### config.mk
export PLATFORM = sky130hd
export DESIGN_NAME = brew_sequencer
export DESIGN_NICKNAME = d
export VERILOG_FILES = /design/src/rtl/brew_sequencer.sv
export SDC_FILE = /design/constraint.sdc
export NUM_CORES = 1
export LEC_CHECK = 0
export CORE_ASPECT_RATIO = 0.7
export CORE_UTILIZATION = 25
export CTS_BUF_LIST = sky130_fd_sc_hd__clkbuf_8 sky130_fd_sc_hd__clkbuf_16
export DETAILED_ROUTE_END_ITERATION = 8
export PLACE_DENSITY = 0.5
export SYNTH_ARGS = -nofsm -noshare
export SYNTH_HDL_FRONTEND = slang
export SYNTH_SLANG_ARGS = --single-unit
export TNS_END_PERCENT = 5
### constraint.sdc
create_clock -name clk -period 4.2 [get_ports clk]
set_input_delay 1.26 -clock clk [delete_from_list [all_inputs] [get_ports clk]]
set_output_delay 1.26 -clock clk [all_outputs]
set_load 0.05 [all_outputs]
### src/rtl/brew_sequencer.sv
// Timed recipe sequencer: latches the drink type, heats, runs the ingredient valves in a fixed order, settles, then signals done.
// Define BREW_SEQ_HEAT_TIMEOUT_EN to fault out of HEAT after HEAT_TIMEOUT_UNITS units without heat_ok.
module brew_sequencer #(
  parameter int TICK_DIV           = 50_000_000,
  parameter int DRIP_UNITS         = 2,
  parameter int HEAT_TIMEOUT_UNITS = 30
) (
  input  logic       clk,
  input  logic       reset_n,
  input  logic       start,
  input  logic [2:0] c_type,
  input  logic       heat_ok,
  input  logic       cancel,
  output logic [4:0] valves,
  output logic       busy,
  output logic       done,
  output logic       aborted,
  output logic       fault,
  output logic [2:0] state
);

  typedef enum logic [2:0] {
    IDLE     = 3'd0,
    HEAT     = 3'd1,
    DISPENSE = 3'd2,
    DRIP     = 3'd3,
    DONE     = 3'd4,
    FAULT    = 3'd5
  } state_t;

  localparam int TW = (TICK_DIV > 1) ? $clog2(TICK_DIV) : 1;
  localparam int UW = 8;

  state_t        st_q, st_d;
  logic [2:0]    type_q, type_d;
  logic [1:0]    step_q, step_d;
  logic [TW-1:0] cnt_q, cnt_d;
  logic [UW-1:0] units_q, units_d, lim;
  logic          tick, last_tick;
  logic [4:0]    valves_d;
  logic          aborted_d;
  logic [2:0]    nxt;

  // One nibble per step, coffee in the low nibble up to chocolate in the high one.
  function automatic logic [UW-1:0] recipe(input logic [2:0] t, input logic [1:0] s);
    logic [15:0] row;
    case (t)
      3'd1:    row = 16'h0004;
      3'd2:    row = 16'h0033;
      3'd3:    row = 16'h0322;
      3'd4:    row = 16'h2023;
      default: row = 16'h0000;
    endcase
    return UW'(row[s*4 +: 4]);
  endfunction

  // First non-zero step at or after 'from'; bit 2 set means none left.
  function automatic logic [2:0] find_step(input logic [2:0] t, input logic [2:0] from);
    logic [2:0] r;
    r = 3'b100;
    for (int i = 3; i >= 0; i--)
      if ((3'(i) >= from) && (recipe(t, 2'(i)) != '0)) r = {1'b0, 2'(i)};
    return r;
  endfunction

  always_comb begin
    case (st_q)
      HEAT:     lim = UW'(HEAT_TIMEOUT_UNITS);
      DISPENSE: lim = recipe(type_q, step_q);
      DRIP:     lim = UW'(DRIP_UNITS);
      default:  lim = '0;
    endcase
  end

  assign tick      = (cnt_q == TW'(TICK_DIV - 1));
  assign last_tick = tick && (units_q == lim - 1'b1);

  always_comb begin
    st_d      = st_q;
    type_d    = type_q;
    step_d    = step_q;
    aborted_d = 1'b0;
    nxt       = '0;
    case (st_q)
      IDLE: begin
        if (start && !cancel && (c_type >= 3'd1) && (c_type <= 3'd4)) begin
          type_d = c_type;
          st_d   = HEAT;
        end
      end
      HEAT: begin
        if (cancel) begin
          st_d      = IDLE;
          aborted_d = 1'b1;
        end else if (heat_ok) begin
          nxt    = find_step(type_q, 3'd0);
          step_d = nxt[1:0];
          st_d   = DISPENSE;
        end
`ifdef BREW_SEQ_HEAT_TIMEOUT_EN
        else if (last_tick) begin
          st_d = FAULT;
        end
`endif
      end
      DISPENSE: begin
        if (cancel) begin
          st_d      = IDLE;
          aborted_d = 1'b1;
        end else if (last_tick) begin
          nxt = find_step(type_q, {1'b0, step_q} + 3'd1);
          if (nxt[2]) st_d = DRIP;
          else        step_d = nxt[1:0];
        end
      end
      DRIP: begin
        if (cancel) begin
          st_d      = IDLE;
          aborted_d = 1'b1;
        end else if (last_tick) begin
          st_d = DONE;
        end
      end
      DONE:  st_d = IDLE;
      FAULT: if (cancel) st_d = IDLE;
      default: st_d = IDLE;
    endcase
  end

  // Every state or step change restarts the unit timer from a clean zero.
  always_comb begin
    if ((st_d != st_q) || (step_d != step_q)) begin
      cnt_d   = '0;
      units_d = '0;
    end else if (tick) begin
      cnt_d   = '0;
      units_d = units_q + 1'b1;
    end else begin
      cnt_d   = cnt_q + 1'b1;
      units_d = units_q;
    end
  end

  always_comb begin
    valves_d = '0;
    case (st_d)
      HEAT:     valves_d = 5'b00001;
      DISPENSE: valves_d = (5'b00010 << step_d) | {4'b0000, step_d == 2'd0};
      default:  valves_d = '0;
    endcase
  end

  always_ff @(posedge clk or negedge reset_n) begin
    if (!reset_n) begin
      st_q    <= IDLE;
      type_q  <= '0;
      step_q  <= '0;
      cnt_q   <= '0;
      units_q <= '0;
      valves  <= '0;
      busy    <= 1'b0;
      done    <= 1'b0;
      aborted <= 1'b0;
    end else begin
      st_q    <= st_d;
      type_q  <= type_d;
      step_q  <= step_d;
      cnt_q   <= cnt_d;
      units_q <= units_d;
      valves  <= valves_d;
      busy    <= (st_d != IDLE);
      done    <= (st_d == DONE);
      aborted <= aborted_d;
    end
  end

  assign state = st_q;

`ifdef BREW_SEQ_HEAT_TIMEOUT_EN
  always_ff @(posedge clk or negedge reset_n) begin
    if (!reset_n) fault <= 1'b0;
    else          fault <= (st_d == FAULT);
  end
`else
  assign fault = 1'b0;
`endif

endmodule

* Yosys cells after proc, flatten, opt, wreduce, memory -nomap -nowiden
Cells that the tools add are included. Widths: inputs -> output; s select.
Storage, ports and cells: flip-flop bits (word level) 50, bits of input ports 8, output and inout port bits 12
Operators by class: $add $sub $neg 4, $lt $le $gt $ge 6, equal/unequal tests 15, shift-type cells 2, multiplexer cells 43, bitwise logic cells 1, reductions and logical operators 24
Operators by type and width (number):
- $mux 16 | 7
- $pmux 14 s4 | 1
- $mux 26 | 2
- $mux 3 | 16
- $reduce_bool 4->1 | 8
- $add 26x1->26 const B | 1
- $eq 26x26->1 const B | 1
- $mux 2 | 9
- $mux 8 | 2
- $shiftx 16x5->4 | 1
- $eq 3x2->1 const B | 5
- $pmux 3 s5 | 1
- $pmux 5 s3 | 1
- $pmux 5 s2 | 1
- $eq 3x1->1 const B | 3
- $eq 3x3->1 const B | 3
- $add 8x1->8 const B | 1
- $eq 8x8->1 | 1
- $logic_and 1x1->1 | 8
- $sub 8x1->8 const B | 1
- $ge 1x3->1 const A | 2
- $ge 2x3->1 const A | 2
- $or 5x1->5 | 1
- $shl 2x2->5 const A | 1
- other kinds (15) | 16

* Longest topological paths before layout
depth in word-level cells 27, gate-level depth with buffers 15, depth with buffers taken out 13

* Worst setup path before layout
No wires, ideal clock.
path type reg-to-reg, from register type_q[1], to register valves[4], arrival time 3.565 ns, required time 4.060 ns, setup slack 0.495 ns, cell stages (with the launch flop) 15, period minus slack after synthesis 3.705 ns, cells stage by stage dfrtp_1 -> clkbuf_1 -> nor3b_1 -> a21oi_1 -> o211ai_1 -> a21oi_1 -> or2_2 -> ha_1 -> xnor2_1 -> nor3_1 -> o21ai_0 -> or4_4 -> or3_2 -> nor3_1 -> nor4b_2
On the way: word-level cells in the longest chain between the ends 21
RTL lines:
- start, declared | line 35 | logic [2:0] type_q, type_d;
- start signal, assigned | line 166 | type_q <= type_d;
- $eq 3x3->1, or another cell as far along | line 47 | case (t)
- $pmux 14 s4 * | line 47
- branches (longest 18 deep; another with $sub 8x1->8)
- $pmux 5 s2 * | line 146 | case (st_d)
- named net valves_d[4] | line 40 | logic [4:0] valves_d;
- end signal, assigned | line 170 | valves <= valves_d;
- end, declared | line 14 | output logic [4:0] valves,
Mark *: on every way through the listed nets, which the timed path passes. The select of a mux whose other input is x is not followed. A chain may end at the register's enable or synchronous reset.

* Worst setup path after layout
from register type_q[2], to register busy
On the way: word-level cells in the longest chain between the ends 19
RTL lines:
- $eq 3x3->1, or another cell as far along | line 47
- $pmux 14 s4 * | line 47
- branches (longest 15 deep; another with $sub 8x1->8)
- $pmux 3 s5 * | line 84 | case (st_q)
- named net st_d[0] | line 34 | state_t st_q, st_d;
- $reduce_bool 3->1 * | line 171 | busy <= (st_d != IDLE);
- end signal, assigned | line 171
- end, declared | line 15 | output logic busy,
Marks and branches as above.

==> run metrics <==
Worst Path Arrival 4010 ps; slowest CP cell or4_4; Synth area leader dfrtp_1; power share of the combinational group 17.5%; area share of the largest cell type after synthesis 41.3%; Placed Cells incl. Taps 496; Worst slew margin 59.8%; synth top area cells dfrtp_1 (41%), xor2_1 (5.5%), nor3_1 (5.4%); Hold Buf Count CTS 0; crit path kind register to register; Sink Count 50; average cell area after synthesis 9.19 um2; CP cell instances nor3b_2, a21oi_1, o211ai_1, a21oi_1, or2_2, ha_1, xnor2_1, nor3_1, o21ai_0, or4_4, nor3_1, o221ai_1, or3_1; via count of the routed design 2316; Detailed Routing Iterations Pass 1 4; fmax 260 MHz; initial antenna violation count 0; layout cell share with drive strength beyond 1 12.1%; maximum capacitance violations 0; non-filler cells, final 504; Post-synth EDFFs 0; Max Slew Vio Count 0; placement row count 33; largest net degree at the start of global routing 27; Worst setup endpoint busy; final setup margin 352 ps; pre-CTS WS 151 ps; Antenna Cells 0; Clk pwr share 35.7%; Filler cells 1221; Netlist cell types 58; VDD IR max 178 uV; number of synthesized register bits 50; Die Span Y 94.1 um; Psw 336 uW; clk slew on worst S/H paths 70 ps; CTS tree built; Worst-Skew Late Latency 290 ps; Syn-to-layout area delta 15.6%; Final setup viols 0; Flop pwr share 46.8%; leading cell types in the layout, fill and taps excluded dfrtp_1 (50), nor2_1 (34), nor3_1 (33), nand2_1 (27), xor2_1 (19); asr flop ratio synth 100%; crit-path max cell delay 600 ps; DRC Markers 0; Tcrit/Tclk final 91.6%; post-cts sizing count 0; vias in the first global route 2284; Routed WL per cell 13.3 um; Ports 20; DP HPWL 4.86 mm; Syn Nets 342; DR vias/cell 4.60; post-CTS setup repair buffer count 0; TritonCTS Buffers 5; status complete, no violations; RR Startpoint type_q[2]; global-route total usage across every layer 11.7%; Core Region 11800 um2; Setup crit end kind register; RePlAce Congestion 0.806; clk_skew 5.23 ps; register area 1250 um2; Worst Hold Class register to register; first-pass GRT wire length 11.8 mm; Initial Util 25.8%; r2r endpoint busy; commonest non-fill, non-tap cell in the layout dfrtp_1; Buffers on Ports 18; Net Sw Frac 29.4%; setup TNS 0 ps; Fin. Hold Viols 0; total number of H-tree levels 2; Startpoint Class register; YS warnings 0; Worst Path Required 4370 ps; Multi-input gate area 1650 um2; die area 12600 um2; Final Routed Wirelength 6.70 mm; largest fanout on the critical path 9; Worst Setup SP type_q[2]; Seq/Total Area, Yosys 41.3%; Lkg Pwr 1.37 nW; Mapped Area 3030 um2; nets 358; P_int 807 uW; Worst-Margin Slew 604 ps; Mapped Cells 330; min cycle time layout 3850 ps; Die Width 134 um; clk buf depth 2; post-route ant nets 0; Synth Flop Type dfrtp_1; Power Dens Cells 326 nW/um2; R2R cell count 13; global route total overflow 0; Worst R2R Setup Slack 350 ps; DRT iter0 DRCs 175; clk root buf clkbuf_16
[cell type report]
type	count	area share, %
multi-input combinational	255	47.0
sequential	50	35.7
timing repair buffer	25	6.50
tap	157	5.60
clock buffer	5	3.57
inverter	9	0.964
clock inverter	3	0.678
[power groups by stage]
stage	Clock, mW	Combinational [mW]	Sequential [mW]
after CTS	0.421	0.203	0.534
after detailed placement	0	0.202	0.543
after floorplan	0	0.131	0.549
after global placement	0	0.202	0.542
after global routing	0.437	0.229	0.540
final	0.408	0.200	0.535
[cells in the mapped netlist, types with 3 or more instances]
cell and instances:
a21oi_1 5, a31oi_1 3, and3_1 3, and4_1 4, buf_2 4, buf_4 3
clkbuf_1 6, dfrtp_1 50, ha_1 4, inv_1 9, nand2_1 27, nand2b_1 5
nand3_1 10, nand4_1 8, nor2_1 34, nor2b_1 5, nor3_1 33, nor3b_1 5
nor4b_1 3, o21a_1 4, o21ai_0 15, or2_2 3, or3_1 5, or4_4 3
xnor2_1 18, xor2_1 19
[cell families after synthesis]
kind of cell / after synthesis / synth area share [%]
and+or+nand+nor: 169 / 31.8
DFF: 50 / 41.3
AOI/OAI and AO/OA: 43 / 9.57
xor gates and xnor gates: 37 / 10.7
buffers and inverters: 25 / 4.54
adders and majority gates: 4 / 1.65
other: 1 / 0.124
muxes: 1 / 0.330
[per-stage QoR]
step	hold slack [ps]	instance area (um2)	utilization (%)	total power [mW]
6_report	507	3510	29.8	1.14
5_1_grt	537	3510	29.8	1.21
4_1_cts	506	3500	29.8	1.16
3_5_place_dp	496	3350	28.5	0.745
3_3_place_gp	491	3350	28.5	0.744
2_1_floorplan	459	3030	-	0.680
[metal layers]
metal | track usage, % | share of wire, % | vias up
met5 | 0 | 0 | -
met4 | 2.46 | 0.63 | 0
met3 | 2.43 | 2.5 | 2
met2 | 17.0 | 40 | 23
met1 | 17.6 | 57 | 1095
li1 | - | - | 1196
[state kept, by name (all words and copies together), names as in the netlist]
name and count:
valves 5, units_q 8, cnt_q 26, type_q 3, state 3, done 1, aborted 1, step_q 2
busy 1
[worst max-delay path: cells and delay by family, from the launching register on]
kind	cells	cell delay [ps]
and+or+nand+nor	6	2120
AOI/OAI and AO/OA	5	730
DFF	1	470
adders and majority gates	1	280
xor gates and xnor gates	1	130
[how the worst min path moves through the flow]
stage,slack [ps],cells past startpoint,start,endpoint
6_report,510,1,cnt_q[0],cnt_q[0]
5_1_grt,540,1,cnt_q[0],cnt_q[0]
4_1_cts,510,1,cnt_q[0],cnt_q[0]
3_5_place_dp,500,1,cnt_q[0],cnt_q[0]
3_3_place_gp,490,1,cnt_q[0],cnt_q[0]
2_1_floorplan,460,1,cnt_q[0],cnt_q[0]
No activity file was read; power rests on OpenSTA's default activity.
